$ cat src/rtl/pong_pkg.sv
// pong_pkg: definitions shared by the paddle sampling path.
//   state_t       - conversion scheduler FSM states
//   ADC_W         - width of an ADC conversion result
//   COORD_W       - width of a paddle Y coordinate
//   Y_MAX_DEFAULT - default paddle Y range (480 lines minus paddle height)
package pong_pkg;

  localparam int ADC_W         = 8;
  localparam int COORD_W       = 10;
  localparam int Y_MAX_DEFAULT = 400;

  typedef enum logic [2:0] {
    ST_IDLE,
    ST_START,
    ST_WAIT_ACK,
    ST_WAIT_DONE,
    ST_STORE
  } state_t;

endpackage

$ cat src/rtl/paddle_filter.sv
// paddle_filter: combinational scale-and-smooth step for one paddle.
//   adc_data  in   raw 8-bit conversion result
//   filt      in   current filtered Y of the channel being updated
//   filt_new  out  next filtered Y: (3*filt + (adc_data*Y_MAX >> 8)) >> 2
module paddle_filter
  import pong_pkg::*;
#(
  parameter int Y_MAX = Y_MAX_DEFAULT
) (
  input  logic [ADC_W-1:0]   adc_data,
  input  logic [COORD_W-1:0] filt,
  output logic [COORD_W-1:0] filt_new
);

  logic [17:0]        product;
  logic [COORD_W-1:0] yraw;
  logic [11:0]        sum;

  // 8x10 product needs 18 bits; dropping the low byte keeps yraw below Y_MAX.
  // 3*1023 + 1023 still fits in 12 bits, so the IIR sum never overflows.
  always_comb begin
    product  = 18'(adc_data) * 18'(Y_MAX);
    yraw     = COORD_W'(product >> 8);
    sum      = 12'(filt) * 12'd3 + 12'(yraw);
    filt_new = COORD_W'(sum >> 2);
  end

endmodule

$ cat src/rtl/paddle_sampler.sv
// paddle_sampler: schedules ADC conversions, alternating player channels,
// smooths the results and publishes paddle positions on frame boundaries.
//   clock_50MHz  in   system clock
//   rst          in   asynchronous active-high reset
//   adc_start    out  one-cycle conversion request
//   adc_ch       out  channel select, stable for a whole conversion
//   adc_busy     in   ADC busy (rise = accepted, fall = data valid)
//   adc_data     in   conversion result, valid when busy first falls
//   frame_start  in   one-cycle pulse at start of vertical blanking
//   y1, y2       out  published paddle positions
//   fresh        out  one-cycle pulse when a publish carries new samples
//   err          out  sticky ADC timeout flag
module paddle_sampler
  import pong_pkg::*;
#(
  parameter int SAMPLE_DIV = 50000,
  parameter int Y_MAX      = Y_MAX_DEFAULT,
  parameter int TIMEOUT    = 4096
) (
  input  logic               clock_50MHz,
  input  logic               rst,
  output logic               adc_start,
  output logic               adc_ch,
  input  logic               adc_busy,
  input  logic [ADC_W-1:0]   adc_data,
  input  logic               frame_start,
  output logic [COORD_W-1:0] y1,
  output logic [COORD_W-1:0] y2,
  output logic               fresh,
  output logic               err
);

  localparam int DIV_W  = $clog2(SAMPLE_DIV);
  localparam int WAIT_W = $clog2(TIMEOUT + 1);
  localparam logic [COORD_W-1:0] Y_MID = COORD_W'(Y_MAX / 2);

  state_t             state_q, state_d;
  logic [DIV_W-1:0]   rate_cnt_q, rate_cnt_d;
  logic [WAIT_W-1:0]  wait_cnt_q, wait_cnt_d;
  logic               adc_start_q, adc_start_d;
  logic               adc_ch_q, adc_ch_d;
  logic               err_q, err_d;
  logic               fresh_q, fresh_d;
  logic               pending_q, pending_d;
  logic [ADC_W-1:0]   data_q, data_d;
  logic [COORD_W-1:0] filt1_q, filt1_d, filt2_q, filt2_d;
  logic [COORD_W-1:0] shadow1_q, shadow1_d, shadow2_q, shadow2_d;
  logic [COORD_W-1:0] y1_q, y1_d, y2_q, y2_d;
  logic [COORD_W-1:0] filt_cur, filt_new;
  logic               tick, timed_out;

  // One filter instance serves both players; the active channel picks the state.
  assign filt_cur = adc_ch_q ? filt2_q : filt1_q;

  paddle_filter #(.Y_MAX(Y_MAX)) u_filter (
    .adc_data (data_q),
    .filt     (filt_cur),
    .filt_new (filt_new)
  );

  assign tick      = (rate_cnt_q == DIV_W'(SAMPLE_DIV - 1));
  assign timed_out = (wait_cnt_q == WAIT_W'(TIMEOUT));

  always_comb begin
    state_d     = state_q;
    rate_cnt_d  = tick ? '0 : rate_cnt_q + 1'b1;
    wait_cnt_d  = wait_cnt_q;
    adc_start_d = 1'b0;
    adc_ch_d    = adc_ch_q;
    err_d       = err_q;
    fresh_d     = frame_start & pending_q;
    pending_d   = pending_q;
    data_d      = data_q;
    filt1_d     = filt1_q;
    filt2_d     = filt2_q;
    shadow1_d   = shadow1_q;
    shadow2_d   = shadow2_q;
    y1_d        = y1_q;
    y2_d        = y2_q;

    // Publishing reads the shadows before any STORE in the same cycle lands,
    // and a coincident STORE re-arms pending below so it publishes next frame.
    if (frame_start) begin
      y1_d      = shadow1_q;
      y2_d      = shadow2_q;
      pending_d = 1'b0;
    end

    unique case (state_q)
      ST_IDLE: begin
        if (tick) begin
          state_d     = ST_START;
          adc_start_d = 1'b1;
        end
      end
      ST_START: begin
        state_d    = ST_WAIT_ACK;
        wait_cnt_d = '0;
      end
      ST_WAIT_ACK, ST_WAIT_DONE: begin
        // A single budget covers both the handshake and the conversion.
        if (timed_out) begin
          err_d    = 1'b1;
          adc_ch_d = ~adc_ch_q;
          state_d  = ST_IDLE;
        end else begin
          wait_cnt_d = wait_cnt_q + 1'b1;
          if (state_q == ST_WAIT_ACK && adc_busy) begin
            state_d = ST_WAIT_DONE;
          end else if (state_q == ST_WAIT_DONE && !adc_busy) begin
            data_d  = adc_data;
            state_d = ST_STORE;
          end
        end
      end
      ST_STORE: begin
        if (adc_ch_q) begin
          filt2_d   = filt_new;
          shadow2_d = filt_new;
        end else begin
          filt1_d   = filt_new;
          shadow1_d = filt_new;
        end
        pending_d = 1'b1;
        adc_ch_d  = ~adc_ch_q;
        state_d   = ST_IDLE;
      end
      default: state_d = ST_IDLE;
    endcase
  end

  always_ff @(posedge clock_50MHz or posedge rst) begin
    if (rst) begin
      state_q     <= ST_IDLE;
      rate_cnt_q  <= '0;
      wait_cnt_q  <= '0;
      adc_start_q <= 1'b0;
      adc_ch_q    <= 1'b0;
      err_q       <= 1'b0;
      fresh_q     <= 1'b0;
      pending_q   <= 1'b0;
      data_q      <= '0;
      filt1_q     <= Y_MID;
      filt2_q     <= Y_MID;
      shadow1_q   <= Y_MID;
      shadow2_q   <= Y_MID;
      y1_q        <= Y_MID;
      y2_q        <= Y_MID;
    end else begin
      state_q     <= state_d;
      rate_cnt_q  <= rate_cnt_d;
      wait_cnt_q  <= wait_cnt_d;
      adc_start_q <= adc_start_d;
      adc_ch_q    <= adc_ch_d;
      err_q       <= err_d;
      fresh_q     <= fresh_d;
      pending_q   <= pending_d;
      data_q      <= data_d;
      filt1_q     <= filt1_d;
      filt2_q     <= filt2_d;
      shadow1_q   <= shadow1_d;
      shadow2_q   <= shadow2_d;
      y1_q        <= y1_d;
      y2_q        <= y2_d;
    end
  end

  assign adc_start = adc_start_q;
  assign adc_ch    = adc_ch_q;
  assign err       = err_q;
  assign fresh     = fresh_q;
  assign y1        = y1_q;
  assign y2        = y2_q;

endmodule

$ cat config.mk
export PLATFORM = sky130hd
export DESIGN_NAME = paddle_sampler
export DESIGN_NICKNAME = d
export VERILOG_FILES = /design/src/rtl/pong_pkg.sv /design/src/rtl/paddle_filter.sv /design/src/rtl/paddle_sampler.sv
export SDC_FILE = /design/constraint.sdc
export NUM_CORES = 1
export LEC_CHECK = 0
export BUFFER_PORTS_ARGS = -buffer_cell sky130_fd_sc_hd__buf_2
export CAP_MARGIN = 25
export CORE_UTILIZATION = 54
export CTS_CLUSTER_DIAMETER = 200
export DETAILED_ROUTE_END_ITERATION = 7
export PLACE_DENSITY = 0.73
export SLEW_MARGIN = 20
export SYNTH_ARGS = -nofsm -noshare
export SYNTH_HDL_FRONTEND = slang
export SYNTH_HIERARCHICAL = 1
export SYNTH_SLANG_ARGS = --single-unit
$ cat constraint.sdc
create_clock -name clock_50MHz -period 4.9 [get_ports clock_50MHz]
set_input_delay 0.98 -clock clock_50MHz [delete_from_list [all_inputs] [get_ports clock_50MHz]]
set_output_delay 0.98 -clock clock_50MHz [all_outputs]
set_load 0.005 [all_outputs]
==> run_results.csv, run 1 <==
group,metric,value,unit
placed_design,dpl.hpwl,6620,µm
grt,overflow,0,
sta,worst_pin_slew,0.738,ns
critical_path,critPathRequiredTime,5.15,ns
finish,syn2layout_area_growth,9.52,%
synth,yosysWarnings,6,
placed_design,io_buffers,35,
drt,vias_per_cell,5.58,
worst_hold_path,hold_class,"reg -> reg",
drt,drtPass1Iterations,8,
die,ioPinCount,36,
grt,grt_usage,0.196,
synth,avgSynthCellArea,11.6,µm²
die,design.core.area,8850,µm²
critical_path,path_max_fanout,7,
run_status,run_status,"finished, violations left",
clock_tree,cts.sinks,85,
critical_path,critPathSlowestCell,"fa_1",
clock_tree,cts_tree,"yes",
critical_path,crit_chain,"ha_1 -> ha_1 -> inv_1 -> fa_1 -> inv_1 -> ha_1 -> and2_1 -> o21ai_0 -> a31oi_1 -> xor2_1 -> fa_1 -> ha_1 -> a21o_1 -> a21oi_2 -> mux2i_1 -> a31oi_1 -> o311ai_1 -> mux2_2",
grt,grt_pass1_wl,15000,µm
critical_path,critPathKind,"reg -> reg",
grt,antenna_found_initial,0,
grt,grt_pass1_vias,3149,
synth,synth_flop_cell,"dfrtp_1",
synth,yosys.area.top_type,"dfrtp_1",
die,die_h,98.4,µm
clock_tree,cts_root_buf,"clkbuf_8",
finish,drive_gt1_frac,0.290,
flow_run,cap_violations,0,
sta,fin_crit_sh,0.946,
drt,ant_nets,0,
drt,drc,2,
sta,final.setup.tns,0,ns
synth,postSynthCellCount,431,
critical_path,worst_setup_path_end_kind,"flop",
synth,synth_edf_count,0,
clock_tree,clkTransAtPathRegs,0.09,ns
sta,finalMaxSlewViolations,0,
grt,grt_max_degree,36,
sta,final.min_clock_period,4.63,ns
finish,num-nets-final,535,
finish,final_cell_mix,"73 x dfrtp_1, 50 x mux2_2, 40 x ha_1",
run_status,violations,"DRC",
critical_path,critPathLaunchType,"flop",
clock_tree,clock_path_buffers,2,
critical_path,cp.arrival,4.88,ns
sta,hold_viol_final,0,
die,dieArea,9690,µm²
sta,slew-limit-headroom,0.504,
sta,max_freq,216,MHz
drt,post_drt_wl_per_cell,15.1,µm
critical_path,max_stage_delay,0.49,ns
worst_hold_path,min_path_cells,1,
critical_path,cp.depth,18,
die,fp-row-count,34,
synth,ys_seq_elements,85,
synth,synth_cell_types,54,
synth,yosys-top-cells-area,"dfrtp_1 36%, mux2_2 11%, ha_1 10%",
die,initial_core_util,0.567,
drt,first_iter_violations,111,
clock_tree,cts_setup_buffers,0,
clock_tree,htreeDepth,3,
clock_tree,cts_resized,0,
critical_path,critical_path.top_delay_family,"adder cells",
finish,antenna_cells,0,
synth,synth_top_area_frac,0.364,
sta,setup_violations,0,
critical_path,critPathBufInv,2,
drt,routed_wl,8840,µm
finish,final_common_cell,"dfrtp_1",
drt,vias,3258,
synth,synth-seq-area-share,0.427,
clock_tree,ctsHoldBuffers,0,
critical_path,crit_top_cell,"ha_1",
die,die_w,98.4,µm
critical_path,rr_worst_depth,18,
clock_tree,clock_latency,0.36,ns
sta,skew,0.0151,ns
synth,synth.cell_area,5020,µm²
sta,grt_setup_unrepaired,"false",
synth,ys_async_sr_fraction,1.00,
placed_design,place_congestion,0.806,
clock_tree,numCtsBuffers,9,
synth,syn_nets,495,
==> per-stage QoR <==
step | cells | util | setup slack, ns | cell area [µm²] | hold slack, ns
after floorplan | 431 | - | 0.531 | 5020 | 0.425
after global placement | 567 | 0.598 | 0.390 | 5290 | 0.439
after detailed placement | 568 | 0.601 | 0.305 | 5310 | 0.448
after CTS | 584 | 0.621 | 0.286 | 5490 | 0.461
after global routing | 584 | 0.621 | 0.0324 | 5500 | 0.469
final | 584 | 0.621 | 0.266 | 5500 | 0.458
==> flip-flops by register name (all words and copies together), names as in the netlist <==
signal / cells
rate_cnt_q: 16
wait_cnt_q: 13
shadow1_q: 10
shadow2_q: 10
y1: 10
y2: 10
data_q: 8
state_q: 3
adc_ch: 1
adc_start: 1
err: 1
fresh: 1
pending_q: 1
==> layout make-up <==
| type | count | area (µm²) |
|---|---|---|
| Clock buffer | 9 | 124 |
| Timing Repair Buffer | 37 | 203 |
| Fill cell | 701 | 3350 |
| Tap cell | 108 | 135 |
| Sequential cell | 85 | 2140 |
| Multi-Input combinational cell | 305 | 2710 |
| Clock inverter | 7 | 55.1 |
| Inverter | 33 | 125 |
==> routing by layer <==
metal  share of wire  vias up  global-route usage  wire length [µm]
met3           0.028       11              0.0411               247
met4           0.011        0              0.0574                97
met1            0.51     1609               0.287              4490
met2            0.45       49               0.295              4000
li1                -     1589                   -                 -
met5               0        -                   0                 0
==> synth_stat cells, types with 6 or more instances <==
| cell | instances |
|---|---|
| nand4_1 | 8 |
| mux2_2 | 50 |
| and3_1 | 6 |
| dfstp_2 | 12 |
| nand2_1 | 21 |
| a21oi_1 | 12 |
| xor2_1 | 16 |
| inv_1 | 33 |
| ha_1 | 40 |
| nor2_1 | 25 |
| nor3_1 | 8 |
| nand3_1 | 9 |
| fa_1 | 12 |
| dfrtp_1 | 73 |
| xnor2_1 | 20 |
| mux2_4 | 8 |
==> worst paths after layout <==
check,start,endpoint,slack (ns)
setup / recovery,data_q[4],shadow2_q[8],0.27
hold / removal,rate_cnt_q[0],rate_cnt_q[0],0.46
setup reg to reg,data_q[4],shadow2_q[8],0.27
hold reg to reg,rate_cnt_q[0],rate_cnt_q[0],0.46
max in group asynchronous,rst,shadow2_q[3],3.53
min in group asynchronous,rst,adc_ch,0.62
==> cell families (layout without fill, tap and decap cells) <==
logic type,after synthesis,in the layout,share of synthesized area
fa+ha+maj,52,52,0.148
xor+xnor,36,36,0.0628
mux,63,63,0.146
compound gates,41,41,0.0548
buf+inv,41,86,0.0336
simple gates,113,113,0.128
flops,85,85,0.427
Power of run 1 is left out: the tool's default activity adds up to more than one toggle a clock period on the data nets, which glitch-free logic cannot reach.
==> inputs of run 2 (changes only) <==
--- a/config.mk
+++ b/config.mk
@@ -5,8 +5,9 @@
 export SDC_FILE = /design/constraint.sdc
 export NUM_CORES = 1
 export LEC_CHECK = 0
-export BUFFER_PORTS_ARGS = -buffer_cell sky130_fd_sc_hd__buf_2
+export BUFFER_PORTS_ARGS = -buffer_cell sky130_fd_sc_hd__buf_4
 export CAP_MARGIN = 25
+export CORE_MARGIN = 2
 export CORE_UTILIZATION = 54
 export CTS_CLUSTER_DIAMETER = 200
 export DETAILED_ROUTE_END_ITERATION = 7
==> run 2 against run 1 <==
Global-route usage shrank 0.12 points. Hold slack gained 0.0052 ns. Critical path type unchanged. Maximum frequency grew 0.88%. Final cell count grew 0.51%. Non-clock buffer count is the same. Worst setup slack gained 0.041 ns. Core utilization shrank 0.59 points. The run now ends clean. Final area grew 2.0%.
==> run_results.csv, run 2 (synthesis gave the netlist of run 1 again) <==
group,metric,value,unit
sta,finalMaxSlewViolations,0,
sta,slew-limit-headroom,0.417,
clock_tree,ctsHoldBuffers,0,
finish,largestRegisters,"rate_cnt_q (16), wait_cnt_q (13)",
die,dieArea,10100,µm²
die,fp-row-count,35,
clock_tree,numCtsBuffers,9,
die,initial_core_util,0.551,
die,die_h,100,µm
sta,max_freq,218,MHz
die,die_w,100,µm
sta,grt_setup_unrepaired,"false",
clock_tree,clock_latency,0.36,ns
die,ioPinCount,36,
drt,post_drt_wl_per_cell,15.3,µm
finish,largest_reg_flops,16,
placed_design,dpl.hpwl,6790,µm
drt,routed_wl,8960,µm
clock_tree,cts_setup_buffers,0,
sta,worst_pin_slew,0.873,ns
sta,final.min_clock_period,4.59,ns
grt,grt_usage,0.195,
placed_design,pre_cts_ws,0.293,ns
clock_tree,clock_path_buffers,2,
finish,regArea,2140,µm²
finish,fillers,734,
critical_path,critPathLaunchType,"flop",
placed_design,io_buffers,35,
critical_path,worst_setup_path_end_kind,"flop",
critical_path,critPathRequiredTime,5.15,ns
grt,grt_pass1_vias,3309,
finish,drive_gt1_frac,0.290,
flow_run,cap_violations,0,
clock_tree,cts.sinks,85,
finish,num-nets-final,535,
finish,syn2layout_area_growth,11.7,%
sta,setup_violations,0,
worst_hold_path,hold_class,"reg -> reg",
drt,drtPass1Iterations,4,
finish,final_common_cell,"dfrtp_1",
die,design.core.area,9110,µm²
grt,grt_max_degree,53,
drt,drc,0,
sta,layout_setup_ws,0.307,ns
placed_design,place_congestion,0.857,
drt,first_iter_violations,102,
grt,antenna_found_initial,0,
clock_tree,cts_root_buf,"clkbuf_8",
finish,antenna_cells,0,
grt,grt_pass1_wl,15500,µm
critical_path,path_max_fanout,7,
drt,ant_nets,0,
clock_tree,htreeDepth,3,
finish,largest-register,"rate_cnt_q",
sta,skew,0.00988,ns
grt,overflow,0,
finish,final_cell_mix,"73 x dfrtp_1, 50 x mux2_2, 39 x ha_1",
clock_tree,cts_tree,"yes",
sta,fin_crit_sh,0.937,
finish,multi_input_area,2710,µm²
drt,vias,3262,
clock_tree,clkTransAtPathRegs,0.09,ns
drt,vias_per_cell,5.56,
critical_path,critPathKind,"reg -> reg",
sta,final.setup.tns,0,ns
sta,hold_viol_final,0,
critical_path,cp.arrival,4.84,ns
run_status,run_status,"completed",
run 2: what timing repair did:
| action | in CTS | in global routing |
|---|---|---|
| hold endpoints to repair | 0 | 0 |
| resized for setup | 0 | 2 |
| setup endpoints to repair | 0 | 2 |
run 2: cell type report:
cell class              instances  area share
clock inverters                 5      0.0105
repair buffers                 37      0.0496
multi-input cells             305       0.484
clock buffers                  11      0.0270
flip-flops and latches         85       0.382
inverters                      33      0.0223
well taps                     111      0.0248
run 2: routing by layer:
layer,routed length (µm),vias up,track usage
met2,4650,37,0.338
met4,81,0,0.0432
li1,-,1583,-
met5,0,-,0
met3,236,8,0.0460
met1,3990,1634,0.248
run 2: worst max-delay path, cell delays in order (launching register included):
cell and delay, ns:
dfrtp_1 0.42, ha_1 0.31, ha_1 0.28, inv_1 0.05, fa_1 0.49, inv_1 0.04
ha_1 0.33, and2_1 0.17, o21ai_1 0.15, a31oi_1 0.12, xor2_1 0.17, fa_1 0.44
ha_1 0.42, a21o_1 0.24, a21oi_2 0.18, mux2i_1 0.10, a31oi_1 0.16, o311ai_1 0.14
mux2_2 0.28
run 2: worst paths after layout:
kind / cells after the start / endpoint / slack (ns) / start
worst max-delay path: 18 / shadow2_q[8] / 0.31 / data_q[3]
worst min-delay path: 1 / rate_cnt_q[0] / 0.46 / rate_cnt_q[0]
worst max register to register: 18 / shadow2_q[8] / 0.31 / data_q[3]
worst min register to register: 1 / rate_cnt_q[0] / 0.46 / rate_cnt_q[0]
max in group asynchronous: 3 / y2[6] / 3.16 / rst
min in group asynchronous: 2 / wait_cnt_q[8] / 0.77 / rst
run 2: stage by stage:
step	hold slack, ns	util	area [µm²]	cells
final	0.463	0.615	5610	587
after global routing	0.476	0.615	5610	587
after CTS	0.465	0.615	5600	587
after detailed placement	0.454	0.592	5390	571
after global placement	0.450	0.592	5390	571
after floorplan	0.425	-	5020	431
Power of run 2 is left out for the same reason.
